[config.mk]
export PLATFORM = sky130hd
export DESIGN_NAME = mem_arbiter
export DESIGN_NICKNAME = d
export VERILOG_FILES = /design/src/rtl/cpu_types_pkg.sv /design/src/rtl/mem_arbiter.sv
export SDC_FILE = /design/constraint.sdc
export NUM_CORES = 1
export LEC_CHECK = 0
export BUFFER_PORTS_ARGS = -buffer_cell sky130_fd_sc_hd__buf_2
export CAP_MARGIN = 20
export CORE_AREA = 2 2 106 108
export DETAILED_ROUTE_END_ITERATION = 10
export DIE_AREA = 0 0 108 110
export SETUP_SLACK_MARGIN = 0.05
export SYNTH_ARGS = -nofsm -noshare
export SYNTH_HDL_FRONTEND = slang
export SYNTH_SLANG_ARGS = --single-unit
[constraint.sdc]
create_clock -name CLK -period 2.3 [get_ports CLK]
set_clock_uncertainty 0.15 [all_clocks]
set_input_delay 0.46 -clock CLK [delete_from_list [all_inputs] [get_ports CLK]]
set_output_delay 0.46 -clock CLK [all_outputs]
set_load 0.03 [all_outputs]
[src/rtl/cpu_types_pkg.sv]
// Shared CPU datapath types: RAM handshake states, word type and the
// memory arbiter's grant states.
package cpu_types_pkg;

    typedef logic [31:0] word_t;

    typedef enum logic [1:0] {
        FREE,
        BUSY,
        ACCESS,
        ERROR
    } ramstate_t;

    typedef enum logic [1:0] {
        IDLE,
        IGRANT,
        DGRANT
    } arbstate_t;

    localparam word_t ERR_WORD_DEFAULT = 32'hBAD1BAD1;

endpackage

[src/rtl/mem_arbiter.sv]
// Shares the single RAM port between instruction fetch and the data path.
// Data wins ties; a fetch is forced after STARVE_LIMIT data grants in a row.
//
// Handshake: a requester raises xREN/dWEN with address/data stable and holds
// them until its wait output is low. Wait is low for exactly the one
// completion cycle, in which the load output is valid. Dropping the request
// before that cycle aborts the access without a completion.
module mem_arbiter
    import cpu_types_pkg::*;
#(
    parameter int unsigned STARVE_LIMIT = 4,
    parameter word_t       ERR_WORD     = ERR_WORD_DEFAULT
) (
    input  logic        CLK,
    input  logic        RST,
    input  logic        iREN,
    input  logic [31:0] iaddr,
    output logic        iwait,
    output logic [31:0] iload,
    input  logic        dREN,
    input  logic        dWEN,
    input  logic [31:0] daddr,
    input  logic [31:0] dstore,
    output logic        dwait,
    output logic [31:0] dload,
    output logic        ramREN,
    output logic        ramWEN,
    output logic [31:0] ramaddr,
    output logic [31:0] ramstore,
    input  logic [31:0] ramload,
    input  ramstate_t   ramstate,
    output logic        err,
    output logic [1:0]  dbg_state_o,
    output logic [3:0]  dbg_starve_o
);

    localparam logic [3:0] LIMIT = 4'(STARVE_LIMIT);

    arbstate_t   state_q, state_d;
    logic [3:0]  starve_q, starve_d;
    logic        err_q, err_d;

    logic        d_req;
    logic        ram_done;
    logic        ram_err;
    logic        fetch_forced;
    logic [3:0]  starve_inc;
    word_t       ram_word;

    assign d_req        = dREN | dWEN;
    assign ram_done     = (ramstate == ACCESS) || (ramstate == ERROR);
    assign ram_err      = (ramstate == ERROR);
    assign ram_word     = ram_err ? ERR_WORD : ramload;
    assign fetch_forced = iREN && (starve_q == LIMIT);
    assign starve_inc   = (starve_q >= LIMIT) ? LIMIT : starve_q + 4'd1;

    always_ff @(posedge CLK or posedge RST) begin
        if (RST) begin
            state_q  <= IDLE;
            starve_q <= '0;
            err_q    <= 1'b0;
        end else begin
            state_q  <= state_d;
            starve_q <= starve_d;
            err_q    <= err_d;
        end
    end

    always_comb begin
        state_d  = state_q;
        starve_d = starve_q;
        err_d    = err_q;
        ramREN   = 1'b0;
        ramWEN   = 1'b0;
        ramaddr  = '0;
        ramstore = '0;
        iload    = '0;
        dload    = '0;
        iwait    = iREN;
        dwait    = d_req;

        case (state_q)
            IDLE: begin
                if (d_req && !fetch_forced) begin
                    state_d = DGRANT;
                end else if (iREN) begin
                    state_d = IGRANT;
                end
            end
            IGRANT: begin
                // A dropped request is a squash: release the RAM, no completion.
                if (!iREN) begin
                    state_d = IDLE;
                end else begin
                    ramREN  = 1'b1;
                    ramaddr = iaddr;
                    if (ram_done) begin
                        iwait    = 1'b0;
                        iload    = ram_word;
                        state_d  = IDLE;
                        starve_d = '0;
                        err_d    = err_q | ram_err;
                    end
                end
            end
            DGRANT: begin
                if (!d_req) begin
                    state_d = IDLE;
                end else begin
                    ramaddr = daddr;
                    if (dWEN) begin
                        ramWEN   = 1'b1;
                        ramstore = dstore;
                    end else begin
                        ramREN = 1'b1;
                    end
                    if (ram_done) begin
                        dwait    = 1'b0;
                        dload    = ram_word;
                        state_d  = IDLE;
                        starve_d = iREN ? starve_inc : 4'd0;
                        err_d    = err_q | ram_err;
                    end
                end
            end
            default: state_d = IDLE;
        endcase
    end

    assign err          = err_q;
    assign dbg_state_o  = state_q;
    assign dbg_starve_o = starve_q;

endmodule

=== Word-level counts from Yosys, hierarchy flattened ===
Index checks and enable logic that the tools add are counted.

* Flip-flop bits (word level): 7
* Bits of input ports: 135
* Output and inout bits: 139
* Logic and storage cells: 66

* $add $sub $neg: 1
* Order comparisons: 1
* Eq/ne operators: 10
* Multiplexer cells: 41
* Bitwise gates (word level): 2
* Reductions and logical operators: 8

{| class="wikitable"
|+ Operators by type and width
! kind !! number
|-
| two-way mux 32 bit || 11
|-
| case mux 32 bit (2 select lines) || 1
|-
| two-way mux 4 bit || 6
|-
| two-way mux 1 bit || 14
|-
| two-way mux 2 bit || 5
|-
| != test 2 bit, second input constant || 4
|-
| case mux 4 bit (2 select lines) || 1
|-
| == test 2 bit, second input constant || 3
|-
| case mux 2 bit (3 select lines) || 1
|-
| AND reduction 5 bit || 1
|-
| adder 4 x 1 -> 4 bit, second input constant || 1
|-
| == test 4 x 3 -> 1 bit, second input constant || 1
|-
| >= comparator 4 x 3 -> 1 bit, second input constant || 1
|-
| case mux 1 bit (2 select lines) || 2
|-
| != test 3 bit, second input constant || 1
|-
| AND reduction 3 bit || 1
|-
| == test 2 x 1 -> 1 bit, second input constant || 1
|-
| logical AND 1 bit || 2
|-
| logical NOT 2 bit || 1
|-
| bitwise OR 1 bit || 2
|-
| nonzero test 2 bit || 1
|-
| logical NOT 1 bit || 1
|-
| logical OR 1 bit || 1
|}

=== Depth between registers and ports, before layout ===
* Depth in word-level cells: 6
* Mapped depth: 7
* Gate-level depth less buffers: 6

=== Worst setup path after synthesis ===
OpenSTA, ideal clock, no wires.

* Path kind: register to output
* Start: register state_q[1], in the netlist dbg_state_o[1]
* End: output port ramaddr[0]
* Arrival time: 1.966 ns
* Slack: -0.276 ns
* Stages on the path, launching flop included: 8
* Path buffers: 2
* Cells stage by stage: dfrtp_1 -> inv_1 -> ha_1 -> and2_1 -> clkbuf_1 -> clkbuf_1 -> a22oi_1 -> nor2b_1

* Word-level cells in the longest chain between the ends: 2
* Elaborated cells between the ends (all ways): 3
* Those cells by class: eq/ne (2); mux (1)

{| class="wikitable"
|+ RTL lines
! item !! RTL line !! source
|-
| start, declared || mem_arbiter.sv:39 || <nowiki>arbstate_t state_q, state_d;</nowiki>
|-
| start signal, assigned || mem_arbiter.sv:63 || <nowiki>state_q <= state_d;</nowiki>
|-
| == test 2 bit / == test 2 x 1 -> 1 bit (equally long branches) || mem_arbiter.sv:82 || <nowiki>case (state_q)</nowiki>
|-
| case mux 32 bit (2 select lines) (*) || mem_arbiter.sv:82 ||
|-
| end, declared || mem_arbiter.sv:28 || <nowiki>output logic [31:0] ramaddr,</nowiki>
|}

Mark *: on every way between the ends. The rest lies on a longest branch, timed or not.

=== Worst setup path in the final report ===
* Start: register state_q[0], in the netlist dbg_state_o[0]
* End: output port ramaddr[14]

The elaborated chain is that of the path after synthesis.

==> reports/results.tsv <==
metric	value	unit
setup_ws	-0.0678	ns
max_stage_delay	0.42	ns
ant_nets	0	
synth_area_leaders	a22oi_1 14%, nor2b_1 13%, and3_1 12%	
crit_required	1.69	ns
worstPathArrival	1.76	ns
cts_buffers	3	
syn-instance-count	267	
grt_max_degree	36	
cts_tree	yes	
dp_worst_setup_slack	-0.203	ns
multi_input_area	1780	um2
r2r-start	dbg_state_o[1]$_DFFE_PP0P_	
layout_common_cells	217 x buf_2, 32 x and3_1, 32 x buf_6	
cp-end-kind	primary output	
register_area	178	um2
postLayoutCoreUtil	0.399	
use_met1	0.156	
hold_violations	0	
p_per_area	823	nW/um2
synth-edff-count	0	
cts_buffer_depth	2	
power_frac_comb	0.897	
post_dp_cell_area	3410	um2
design_area	4270	um2
worst_slew_pin_slew	0.490	ns
maxSlewViolCount	0	
p_sw	1.81	mW
slew_headroom	0.670	
yosysWarnings	0	
routedWlPerCell	14.9	um
failed_checks	setup timing	
synthArstFlopShare	1.00	
first_iter_violations	81	
viasPerCell	4.51	
leakage	2.27	nW
grt_util_met2	0.269	
finalSetupViolations	27	
fillers	1098	
grt_pass1_vias	2699	
hpwl	7020	um
setup_tns	-0.816	ns
die_h	110	um
min_period	2.37	ns
crit_chain	inv_2, ha_4, nor2b_4, buf_12, buf_16, a22oi_2, nor2b_2, buf_6	
htreeDepth	1	
status	finished with violations	
syn_nets	408	
seq_area_frac_synth	0.104	
switching_share	0.516	
maxCapViolCount	0	
nets	686	
whs	0.0241	ns
worst_setup_hold_path_clk_slew	0.04	ns
grtUsageTotal	0.136	
startpoint_type	flop	
ios	274	
die_w	108	um
dr.pass1.iters	4	
drive_gt1_frac	0.743	
die_area	11900	um2
overflow	0	
antenna_found_initial	0	
rsz0062_at_grt	yes	
synth_area_per_cell	6.32	um2
seqPwrFrac	0.054	
power.total	3.51	mW
vdd_drop_max	348	uV
yosys.area.top_type	a22oi_1	
clock_sinks	7	
cp_slowest_cell	dfrtp_2	
fmax	422	MHz
grtUsageMet3	0.0241	
syn_area	1690	um2
insertion_delay	0.23	ns
final_common_cell	buf_2	
ctsRootBufferMaster	clkbuf_8	
p_int	1.70	mW
num_antenna_cells	0	
min_path_type	primary input to asynchronous set/reset pin	
fin_crit_sh	1.03	
crit_start	dbg_state_o[0]$_DFFE_PP0P_	
yosysTopAreaCellShare	0.142	
vias	3087	
io_buffer_count	273	
stdcell_count	684	
placed_cells	663	
area_growth_syn_to_layout	153	%
busiest_layer	met2	
drc_errors	0	
initial_core_util	0.158	
core	10700	um2
critPathKind	flop to primary output	
ys_seq_elements	7	
p_clk_frac	0.050	
grt_pass1_wl	13000	um
crit_fanout	8	
wl	10200	um
gp_congestion	0.798	
num_rows	38	
synthDistinctLibCells	29	
synth_ff_type	dfrtp_1	
routing by layer:
metal,vias up,routed length [um]
met5,-,0
met4,0,22
met3,3,727
met2,149,5710
met1,1457,3730
li1,1478,-
repair_timing:
| action | 4_1_cts | 5_1_grt |
|---|---|---|
| cloned | 4 | 5 |
| setup endpoints to repair | 112 | 101 |
| pin swaps | 10 | 21 |
| resized for setup | 89 | 70 |
| hold buffers | 0 | 0 |
| buffers inserted | 8 | 2 |
power by group through the flow:
| stage | combinational, mW | sequential, mW | clock (mW) |
|---|---|---|---|
| floorplan | 1.59 | 0.233 | 0 |
| global placement | 2.31 | 0.179 | 0 |
| detailed placement | 2.34 | 0.183 | 0 |
| CTS | 2.87 | 0.185 | 0.181 |
| global route | 3.34 | 0.194 | 0.188 |
| finish | 3.15 | 0.188 | 0.174 |
worst max-delay path, delay by kind of cell, from the launching register on:
kind	cells	cell delay, ns
buffers and inverters	4	0.52
flip-flops	1	0.42
AND/OR/NAND/NOR	2	0.40
adder cells (fa/ha/maj)	1	0.13
AO/OA/AOI/OAI	1	0.06
synth_stat cells (all sizes together), types with 2 or more instances:
| cell type | instances |
|---|---|
| a21boi | 2 |
| a22oi | 32 |
| and2 | 31 |
| and3 | 32 |
| buf | 7 |
| clkbuf | 23 |
| dfrtp | 7 |
| ha | 6 |
| inv | 6 |
| nand2 | 5 |
| nand2b | 2 |
| nand3b | 2 |
| nor2 | 42 |
| nor2b | 36 |
| nor3b | 2 |
| o21ai | 22 |
kinds of logic after synthesis:
logic type                 count (synthesis)  synth area share
AOI/OAI and AO/OA                         62             0.251
adders and majority gates                  6            0.0445
buffers and inverters                     36            0.0853
DFF                                        7             0.104
and+or+nand+nor                          156             0.515
flip-flops by register name (all words and copies together), names as in the netlist:
name	cells
dbg_starve_o	4
dbg_state_o	2
err	1
final cells by class:
| class | instances | share of cell area |
|---|---|---|
| clock buffer | 4 | 0.0105 |
| inverter | 6 | 0.00527 |
| multi-input combinational | 225 | 0.416 |
| sequential | 7 | 0.0416 |
| tap | 140 | 0.0410 |
| timing repair buffer | 302 | 0.486 |
final timing paths:
check,end,slack (ns),cells after the start
setup / recovery,ramaddr[14],-0.07,8
hold / removal,dbg_starve_o[3]$_DFFE_PP0P_,0.02,2
setup reg to reg,dbg_starve_o[0]$_DFFE_PP0P_,0.17,7
hold reg to reg,err$_DFFE_PP0P_,0.32,1
max in group asynchronous,dbg_state_o[0]$_DFFE_PP0P_,1.72,2
min in group CLK,err$_DFFE_PP0P_,0.32,1
No activity file was read; power rests on OpenSTA's default activity.
